--- config.mk ---
export PLATFORM = sky130hd
export DESIGN_NAME = swap_sequenciador_flat
export DESIGN_NICKNAME = d
export VERILOG_FILES = /design/src/rtl/swap_sequenciador_if.sv /design/src/rtl/swap_sequenciador.sv /design/src/flat_wrapper.sv
export SDC_FILE = /design/constraint.sdc
export NUM_CORES = 1
export LEC_CHECK = 0
export ABC_CLOCK_PERIOD_IN_PS = 4350
export CAP_MARGIN = 10
export CORE_MARGIN = 5
export CORE_UTILIZATION = 35
export DETAILED_ROUTE_END_ITERATION = 10
export PLACE_DENSITY_LB_ADDON = 0.15
export REMOVE_ABC_BUFFERS = 1
export SETUP_SLACK_MARGIN = 0.3
export SKIP_LAST_GASP = 1
export SYNTH_ARGS = -nofsm -noshare
export SYNTH_HDL_FRONTEND = slang
export SYNTH_SLANG_ARGS = --single-unit
--- constraint.sdc ---
create_clock -name ck -period 4.35 [get_ports ck]
set_input_delay 0.87 -clock ck [delete_from_list [all_inputs] [get_ports ck]]
set_output_delay 0.87 -clock ck [all_outputs]
set_load 0.005 [all_outputs]
--- src/rtl/swap_sequenciador_if.sv ---
// Request/handshake bundle between the swap command sequencer (master) and its system/swap-unit side (slave).
interface swap_sequenciador_if #(
    parameter int DEPTH = 4,
    parameter int CNT_W = 8
);
    localparam int PW = $clog2(DEPTH + 1);

    logic             req_valid;
    logic             req_ready;
    logic             done;
    logic             w;
    logic             busy;
    logic [PW-1:0]    pending;
    logic [CNT_W-1:0] swap_count;
    logic             err;
    logic             err_clr;

    modport master (
        input  req_valid,
        input  done,
        input  err_clr,
        output req_ready,
        output w,
        output busy,
        output pending,
        output swap_count,
        output err
    );

    modport slave (
        output req_valid,
        output done,
        output err_clr,
        input  req_ready,
        input  w,
        input  busy,
        input  pending,
        input  swap_count,
        input  err
    );
endinterface

--- src/rtl/swap_sequenciador.sv ---
// Queues swap requests and issues them one at a time on w, waiting for done between swaps.
// Optional WAIT timeout with sticky err is enabled by defining SWAP_TIMEOUT_EN.
module swap_sequenciador #(
    parameter int DEPTH          = 4,
    parameter int CNT_W          = 8,
    parameter int TIMEOUT_CYCLES = 16
) (
    input  logic                ck,
    input  logic                rst,
    swap_sequenciador_if.master bus
);
    localparam int            PW      = $clog2(DEPTH + 1);
    localparam logic [PW-1:0] DEPTH_V = PW'(DEPTH);

    typedef enum logic [1:0] {
        S_IDLE,
        S_WAIT,
        S_RELEASE
    } state_t;

    state_t           state_q, state_d;
    logic             w_q, w_d;
    logic [PW-1:0]    pending_q, pending_d;
    logic [CNT_W-1:0] swap_count_q, swap_count_d;
    logic             req_ready;
    logic             accept;
    logic             complete;
    logic             abort;
    logic             timeout_hit;
    logic             err_q;

    // No bypass: a completion this cycle only frees a slot from the next cycle on.
    assign req_ready = (pending_q < DEPTH_V);
    assign accept    = bus.req_valid & req_ready;

    always_comb begin
        state_d  = state_q;
        complete = 1'b0;
        abort    = 1'b0;
        case (state_q)
            S_IDLE: begin
                // done must be seen low before a new swap is started
                if ((pending_q != '0) && !bus.done) begin
                    state_d = S_WAIT;
                end
            end
            S_WAIT: begin
                if (bus.done) begin
                    complete = 1'b1;
                    state_d  = S_RELEASE;
                end else if (timeout_hit) begin
                    abort   = 1'b1;
                    state_d = S_RELEASE;
                end
            end
            S_RELEASE: begin
                if (!bus.done) begin
                    state_d = S_IDLE;
                end
            end
            default: state_d = S_IDLE;
        endcase
        w_d = (state_d == S_WAIT);
    end

    always_comb begin
        pending_d = pending_q;
        case ({accept, complete | abort})
            2'b10:   pending_d = pending_q + PW'(1);
            2'b01:   pending_d = pending_q - PW'(1);
            default: pending_d = pending_q;
        endcase
        swap_count_d = complete ? (swap_count_q + CNT_W'(1)) : swap_count_q;
    end

    always_ff @(posedge ck or posedge rst) begin
        if (rst) begin
            state_q      <= S_IDLE;
            w_q          <= 1'b0;
            pending_q    <= '0;
            swap_count_q <= '0;
        end else begin
            state_q      <= state_d;
            w_q          <= w_d;
            pending_q    <= pending_d;
            swap_count_q <= swap_count_d;
        end
    end

`ifdef SWAP_TIMEOUT_EN
    localparam int            TW      = $clog2(TIMEOUT_CYCLES + 1);
    localparam logic [TW-1:0] TO_LAST = TW'(TIMEOUT_CYCLES - 1);

    logic [TW-1:0] wait_cnt_q, wait_cnt_d;
    logic          err_d;

    // Counter restarts on every WAIT entry and counts cycles spent in WAIT.
    assign timeout_hit = (state_q == S_WAIT) && (wait_cnt_q == TO_LAST);

    always_comb begin
        wait_cnt_d = '0;
        if ((state_q == S_WAIT) && (state_d == S_WAIT)) begin
            wait_cnt_d = wait_cnt_q + TW'(1);
        end
        err_d = err_q;
        if (abort) begin
            err_d = 1'b1;
        end else if (bus.err_clr) begin
            err_d = 1'b0;
        end
    end

    always_ff @(posedge ck or posedge rst) begin
        if (rst) begin
            wait_cnt_q <= '0;
            err_q      <= 1'b0;
        end else begin
            wait_cnt_q <= wait_cnt_d;
            err_q      <= err_d;
        end
    end
`else
    localparam int unused_timeout_cycles = TIMEOUT_CYCLES;
    logic          unused_err_clr;

    assign unused_err_clr = bus.err_clr;
    assign timeout_hit    = 1'b0;
    assign err_q          = 1'b0;
`endif

    assign bus.req_ready  = req_ready;
    assign bus.w          = w_q;
    assign bus.busy       = (state_q != S_IDLE);
    assign bus.pending    = pending_q;
    assign bus.swap_count = swap_count_q;
    assign bus.err        = err_q;
endmodule

--- src/flat_wrapper.sv ---
// flat-port wrapper written by rule: the top's interface ports become plain ports
module swap_sequenciador_flat 
#(
    parameter int DEPTH          = 4,
    parameter int CNT_W          = 8,
    parameter int TIMEOUT_CYCLES = 16
)
  (ck, rst, bus_req_valid, bus_done, bus_err_clr, bus_req_ready, bus_w, bus_busy, bus_pending, bus_swap_count, bus_err);
  swap_sequenciador_if #(.DEPTH(DEPTH), .CNT_W(CNT_W)) bus_i ();
  input  logic ck;
  input  logic rst;
  input wire logic [$bits(bus_i.req_valid)-1:0] bus_req_valid;
  input wire logic [$bits(bus_i.done)-1:0] bus_done;
  input wire logic [$bits(bus_i.err_clr)-1:0] bus_err_clr;
  output wire logic [$bits(bus_i.req_ready)-1:0] bus_req_ready;
  output wire logic [$bits(bus_i.w)-1:0] bus_w;
  output wire logic [$bits(bus_i.busy)-1:0] bus_busy;
  output wire logic [$bits(bus_i.pending)-1:0] bus_pending;
  output wire logic [$bits(bus_i.swap_count)-1:0] bus_swap_count;
  output wire logic [$bits(bus_i.err)-1:0] bus_err;
  assign bus_i.req_valid = bus_req_valid;
  assign bus_i.done = bus_done;
  assign bus_i.err_clr = bus_err_clr;
  assign bus_req_ready = bus_i.req_ready;
  assign bus_w = bus_i.w;
  assign bus_busy = bus_i.busy;
  assign bus_pending = bus_i.pending;
  assign bus_swap_count = bus_i.swap_count;
  assign bus_err = bus_i.err;
  swap_sequenciador #(.DEPTH(DEPTH), .CNT_W(CNT_W), .TIMEOUT_CYCLES(TIMEOUT_CYCLES)) u_core (.ck(ck), .rst(rst), .bus(bus_i));
endmodule
; ---- After elaboration in Yosys (flattened, before gate mapping)
; Cells that the tools add are included.
[totals]
inputBits = 5
wordCells = 27
output_inout_bits = 15
register_bits = 14
[op_classes]
add_sub_neg = 3
mux = 7
bitwise = 1
n_eq_ne = 5
n_reduce_logical = 6
magnitude_cmp = 1
[op_table]
columns = cell, count
row1 = $add 8x1->8 const B, 1
row2 = $eq 2x1->1 const B, 3
row3 = $mux 2, 3
row4 = $pmux 2 s3, 1
row5 = $pmux 3 s2, 1
row6 = $eq 2x2->1 const B, 2
row7 = $reduce_bool 2->1, 2
row8 = $add 3x1->3 const B, 1
row9 = $lt 3x3->1 const B, 1
row10 = $reduce_bool 3->1, 1
row11 = $sub 3x1->3 const B, 1
row12 = $logic_not 2->1, 1
row13 = $mux 1, 2
row14 = $and 1x1->1, 1
row15 = $logic_and 1x1->1, 1
row16 = $logic_not 1->1, 1

; ---- Logic depth before layout (Yosys ltp)
[depth]
depth_word = 5
mapped_depth = 8
mapped_depth_nobuf = 8

; ---- Worst setup path after synthesis
; OpenSTA, ideal clock, no wires.
[synth_timing]
path_kind = input to register
startpoint = input bus_done
endpoint = register u_core.pending_q[2] (netlist: u_core.bus.pending[2])
arrival_ns = 1.973
path_stages = 8
path_slack_ns = 2.297
required_ns = 4.270
n_path_buf = 0
cell_sequence = nand3b_4 inv_2 ha_1 inv_1 fa_1 xor2_1 nor2_1 xnor2_1
[synth_between]
elab_chain_len = 4
[synth_rtl]
columns = element, line
row1 = "start, declared", flat_wrapper.sv:13  ; input wire logic [$bits(bus_i.done)-1:0] bus_done;
row2 = $mux 1 *, swap_sequenciador.sv:48  ; if (bus.done) begin
row3 = $mux 1 *, swap_sequenciador.sv:40  ; case (state_q)
row4 = net u_core.complete, swap_sequenciador.sv:27  ; logic complete;
row5 = $eq 2x1->1 / $eq 2x2->1 (equally long branches), swap_sequenciador.sv:68  ; case ({accept, complete | abort})
row6 = $pmux 3 s2 / $reduce_bool 2->1 (equally long branches), -
row7 = "end signal, assigned", swap_sequenciador.sv:85  ; pending_q <= pending_d;
row8 = "end, declared", swap_sequenciador.sv:23  ; logic [PW-1:0] pending_q, pending_d;
; Mark *: on every way through the listed nets, which the timed path passes. The rest lies on a longest branch.
; A chain may end at the register's enable or synchronous reset.

; ---- Worst setup path in the final report
; Ends and elaborated chain as after synthesis.

==> flow_metrics.env <==
export IMPL_synth_area_um2=668
export IMPL_netSwitchingFraction_pct=32.7
export IMPL_ys_seq_area_share_pct=52.4
export IMPL_worstMarginPinSlew_ps=524
export IMPL_clk_latency_ps=280
export IMPL_clock_sinks=14
export IMPL_required_ps=4550
export IMPL_drc=0
export IMPL_status="finished, final reports clean"
export IMPL_critPathMaxFanout=6
export IMPL_hpwlAfterDp_um=885
export IMPL_cts_repair_resize_count=0
export IMPL_coreArea_um2=1760
export IMPL_vias=448
export IMPL_drv_slew=0
export IMPL_yosysWarnings=0
export IMPL_grt_use_total_pct=9.83
export IMPL_multiInputGateArea_um2=288
export IMPL_synth_area_leaders="dfrtp_1 (52%), xor2_1 (7.9%), xnor2_1 (6.6%)"
export IMPL_finalHoldViolCount=0
export IMPL_crit_start="bus_done"
export IMPL_seq_power_share_pct=41.8
export IMPL_maxCapViolCount=0
export IMPL_synth_edff_count=0
export IMPL_ios=20
export IMPL_nNetsFinal=85
export IMPL_max_freq_ghz=0.408
export IMPL_cpPeakStageDelay_ps=580
export IMPL_min_path_cells=1
export IMPL_hold_path_class="register to register"
export IMPL_dieWidth_um=53.7
export IMPL_crit_buf_inv=3
export IMPL_crit_cells=9
export IMPL_fin_cells=101
export IMPL_vias_per_cell=4.44
export IMPL_p_total_uw=554
export IMPL_path_class="primary input to register"
export IMPL_critical_path_top_delay_family="buffers and inverters"
export IMPL_clock_power_share_pct=17.2
export IMPL_syn_avg_cell_area_um2=11.9
export IMPL_cts_inserted_buffers=3
export IMPL_die_y_um=53.7
export IMPL_cts_tree="built"
export IMPL_overflow=0
export IMPL_period_minus_slack_ps=2450
export IMPL_grt_pass1_vias=433
export IMPL_clockBufferDepth=2
export IMPL_fin_skew_ps=5.24
export IMPL_leakagePower_uw=0.000427
export IMPL_clockRootBuffer="clkbuf_4"
export IMPL_synthTopCellsByCount="dfrtp_1 (14), xor2_1 (6), inv_1 (5), xnor2_1 (5), nand3_1 (3)"
export IMPL_clk_pin_slew_ps=90
export IMPL_slew_limit_headroom_pct=65.0
export IMPL_switching_power_uw=181
export IMPL_gp_congestion=0.678
export IMPL_die_area_um2=2880
export IMPL_antennaDiodeCount=0
export IMPL_irDropWorstVdd_mv=0.347
export IMPL_synth_cell_type_count=23
export IMPL_hold_buffers=0
export IMPL_yosysTopAreaCell="dfrtp_1"
export IMPL_path_cells="clkdlybuf4s50_1 > nand3b_4 > inv_2 > ha_1 > inv_1 > fa_1 > xor2_1 > nor2_1 > xnor2_1"
export IMPL_core_rowCount=15
export IMPL_io_buffers=17
export IMPL_setup_viol=0
export IMPL_yosysTopAreaCellShare_pct=52.4
export IMPL_drtIter0Drc=8
export IMPL_antenna_left=0
export IMPL_grt_max_degree=15
export IMPL_dpl_cell_count=97
export IMPL_yosysMostFrequentCell="dfrtp_1"
export IMPL_post_cts_setup_buffers=0
export IMPL_combPwrFrac_pct=41.0
export IMPL_wl_per_cell_um=11.2
export IMPL_initial_core_util_pct=37.9
export IMPL_wl_mm=1.14
export IMPL_antenna_found_initial=0
export IMPL_rsz0062_at_grt="no"
export IMPL_pwr_density_cell_nw_per_um2=617
export IMPL_cpMaxStageDelayCell="clkdlybuf4s50_1"
export IMPL_ctsHtreeMaxLevel=1
export IMPL_synth_async_reset_ratio_pct=100
export IMPL_cp_start_kind="primary input"
export IMPL_worst_r2r_cell_count=8
export IMPL_r2r_start="u_core.state_q[1]"
export IMPL_grt_pass1_wl_mm=2.03
export IMPL_regArea_um2=350
export IMPL_synth_flop_cell="dfrtp_1"
export IMPL_n_fill_cell=174
export IMPL_ys_ff_latch=14
export IMPL_holdCritStartpoint="u_core.bus.swap_count[7]"
export IMPL_min_period_over_period_pct=56.4
export IMPL_cp_arrival_ps=2660
export IMPL_drive_gt1_share_pct=10.5
export IMPL_synth_cells=56
export IMPL_syn_to_final_growth_pct=34.5
export IMPL_whs_ps=469
export IMPL_intPower_uw=373
export IMPL_setup_tns_ps=0
export IMPL_worstSetupEndpointType="register"
export IMPL_firstDrtPassIters=4
final cells by class:
type	instances	share of cell area [%]
repair buffers	17	18.9
multi-input cells	35	32.0
well taps	25	3.48
clock buffers	4	4.04
flip-flops and latches	14	39.0
inverters	6	2.51
registers in the layout, indices dropped and copies added, names as in the netlist:
signal and cells:
u_core.bus.w 1, u_core.state_q 2, u_core.bus.swap_count 8, u_core.bus.pending 3
worst register-to-register path: cells and delay by family (launching register included):
kind,cells,cell delay [ps]
XOR/XNOR,2,270
adder cells (fa/ha/maj),2,540
buffers and inverters,2,130
flip-flops,1,450
AND/OR/NAND/NOR,2,350
power by group through the flow:
stage	sequential [uW]	clock, uW	combinational (uW)
3_5_place_dp	236	0	232
2_1_floorplan	230	0	110
4_1_cts	233	98.7	233
6_report	232	95.4	227
3_3_place_gp	235	0	228
5_1_grt	242	104	254
layer usage:
metal  share of wire, %  vias to the layer above  global-route usage [%]
met4               0.53                        0                    5.11
met3                5.2                        2                    2.49
met1                 47                      216                    13.6
met2                 47                       10                    13.9
li1                   -                      220                       -
met5                  0                        -                       0
metrics by stage:
step	util, %	worst slack (ps)	instance area [um2]
6_report	50.9	1900	898
5_1_grt	50.9	1770	898
4_1_cts	50.9	1880	898
3_5_place_dp	48.9	1580	862
3_3_place_gp	48.9	1620	862
2_1_floorplan	-	2300	661
cell usage in the layout (no fill, tap or decap), drive strengths merged, types with 2 or more instances in the layout:
cell type	n
clkbuf	4
ha	2
xor2	6
clkdlybuf4s50	17
dfrtp	14
nor2	2
inv	6
nor3	4
xnor2	5
nand2	2
nand3	3
final timing paths:
| check | to | slack [ps] |
|---|---|---|
| min in group asynchronous | u_core.bus.swap_count[2] | 920 |
| hold reg to reg | u_core.bus.swap_count[7] | 470 |
| hold / removal | u_core.bus.swap_count[7] | 470 |
| setup reg to reg | u_core.bus.pending[2] | 2540 |
| max in group asynchronous | u_core.bus.pending[0] | 3080 |
| setup / recovery | u_core.bus.pending[2] | 1900 |
logic make-up after synthesis:
group	Yosys count	synth area share (%)
flip-flops	14	52.4
buffers and inverters	7	4.49
other	1	0.561
multiplexers	2	3.18
AND/OR/NAND/NOR	18	18.2
adder cells (fa/ha/maj)	3	6.74
XOR/XNOR	11	14.4
Note: power is estimated with default switching activity, not from simulation.
==> RTL edit, RTL diff (same settings) <==
The 3 states of `state_t` get a one-hot encoding in 3 bits.
--- a/src/rtl/swap_sequenciador.sv
+++ b/src/rtl/swap_sequenciador.sv
@@ -13,8 +13,8 @@
     localparam logic [PW-1:0] DEPTH_V = PW'(DEPTH);
 
-    typedef enum logic [1:0] {
-        S_IDLE,
-        S_WAIT,
-        S_RELEASE
+    typedef enum logic [2:0] {
+        S_IDLE    = 3'b001,
+        S_WAIT    = 3'b010,
+        S_RELEASE = 3'b100
     } state_t;
 
Formal check against the unedited RTL: same outputs for any inputs over 10 cycles, from zero or initial values and one cycle with rst high; not proved beyond that.
==> RTL edit against the unedited design <==
  * Global-route usage is 0.42 points lower
  * Combinational power is 6% higher
  * Sequential cell count rose by 1
  * Count of clock-buffer cells in the layout unchanged
  * Via count up 13%
  * Critical path depth shrank 1
  * Worst hold slack lost 0.0020 ns
  * Power is 0.19% lower
  * Synthesized cell count increased by 16%
  * Cell area grew 11%
  * Worst setup slack got worse by 0.19 ns
  * Non-clock buffer count stayed put
  * Area after synthesis is 17% higher
  * Routed wire length grew 22%
  * Largest power group is now combinational logic
  * Highest routed layer unchanged
==> RTL edit: results (changes against the unedited design) <==
stage;metric;value;unit;change
outcome;outcome;finished clean;;
setup_path;crit_path_max_fanout;5;;-1
finish;multi_input_gates;42;;+20%
global_route;grtUsageTotal;9.41;%;-0.42 points
sta;slew_violations;0;;unchanged
drt;wl_met1;661;um;+23%
drt;drt_iter0_markers;1;;-7
finish;buf_share;17.1;%;-1.9 points
synth;synth_fa_ha_area_share;5.78;%;-0.96 points
clock_tree;cts_made_buffers;3;;unchanged
power;pwr-share-seq;42.4;%;+0.6 points
placement;dpl_cell_area;970;um^2;+12%
synth;synth_xor_xnor_area_share;12.2;%;-2.2 points
finish;largest_reg_flops;8;;unchanged
synth;syn_inst;65;;+16%
synth;avgSynthCellArea;12.0;um^2;+0.51%
finish;nFlopsAndLatches;15;;+1
finish;clockNetworkAreaShare;2.64;%;-1.4 points
placement;gp_congestion;0.715;;+5.5%
finish;multi_input_area;365;um^2;+27%
power;ir_drop;0.000301;V;-13%
synth;synthTopCellsByCount;dfrtp_1 (14), inv_1 (6), xor2_1 (5);;
synth;seq_area_frac_synth;48.3;%;-4.1 points
drt;route.met2.wl;625;um;+18%
clock_tree;cts-hold-fix-buffers;0;;unchanged
setup_path;arrival;2.85;ns;+0.19 ns
drt;wl;1390;um;+22%
setup_path;regToRegStartpoint;u_core.state_q[2];;
synth;yosys_warnings;0;;unchanged
synth;synthMuxAreaShare;3.21;%;+0.027 points
drt;vias;507;;+13%
global_route;grt_pass1_wl;2350;um;+16%
clock_tree;post-cts-setup-buffer-count;0;;unchanged
global_route;antenna_found_initial;0;;unchanged
power;p_leak;0.472;nW;+11%
global_route;grt_pass1_vias;539;;+24%
drt;wl_met3;86;um;+46%
finish;seq_area_share;37.8;%;-1.2 points
synth;yosys-top-cells-area;dfrtp_1 (45%), xor2_1 (5.6%), xnor2_1 (4.5%);;
power;power_per_cell_area;555;nW/um^2;-10%
placement;dp_cells;108;;+11%
global_route;grt.overflow.total;0;;unchanged
sta;skew;0.00879;ns;+0.00356 ns
placement;hpwl;1090;um;+23%
finish;num-fill-cells;213;;+22%
finish;fin_nets;93;;+9.4%
global_route;grt_max_degree;16;;+1
synth;synth_compound_area_share;5.30;%;+5.3 points
power;swShare;33.5;%;+0.83 points
drt;dr.pass1.iters;3;;-1
power;p_switching;0.186;mW;+2.3%
sta;relSlewSlack;61.6;%;-3.4 points
placement;dp_slack;1.39;ns;-0.194 ns
synth;synth_cell_types;28;;+22%
drt;drt-wirelength-per-cell;12.4;um;+10%
finish;layout-drive-gt1-share;11.9;%;+1.4 points
power;powerComb;0.240;mW;+6%
-- RTL edit: worst paths after layout --
kind / endpoint / slack (ns) / depth (start not counted)
worst max-delay path: u_core.bus.pending[2] / 1.71 / 8
worst min-delay path: u_core.bus.swap_count[7] / 0.47 / 1
worst max register to register: u_core.bus.pending[2] / 2.36 / 7
worst min register to register: u_core.bus.swap_count[7] / 0.47 / 1
max in group asynchronous: u_core.state_q[0] / 3.03 / 2
min in group asynchronous: u_core.bus.swap_count[2] / 0.93 / 2
-- RTL edit: worst max-delay path: stages --
cell and delay [ns]:
clkdlybuf4s50_1 0.56, and4bb_1 0.36, ha_1 0.23, inv_1 0.06
fa_1 0.37, xor2_1 0.15, nor2_1 0.13, xnor2_1 0.13
-- RTL edit: metal layers --
layer / up-vias / GRT usage, %
met2: 13 / 15.2
met3: 2 / 2.71
met1: 241 / 11.3
met5: - / 0
met4: 0 / 4.97
li1: 251 / -
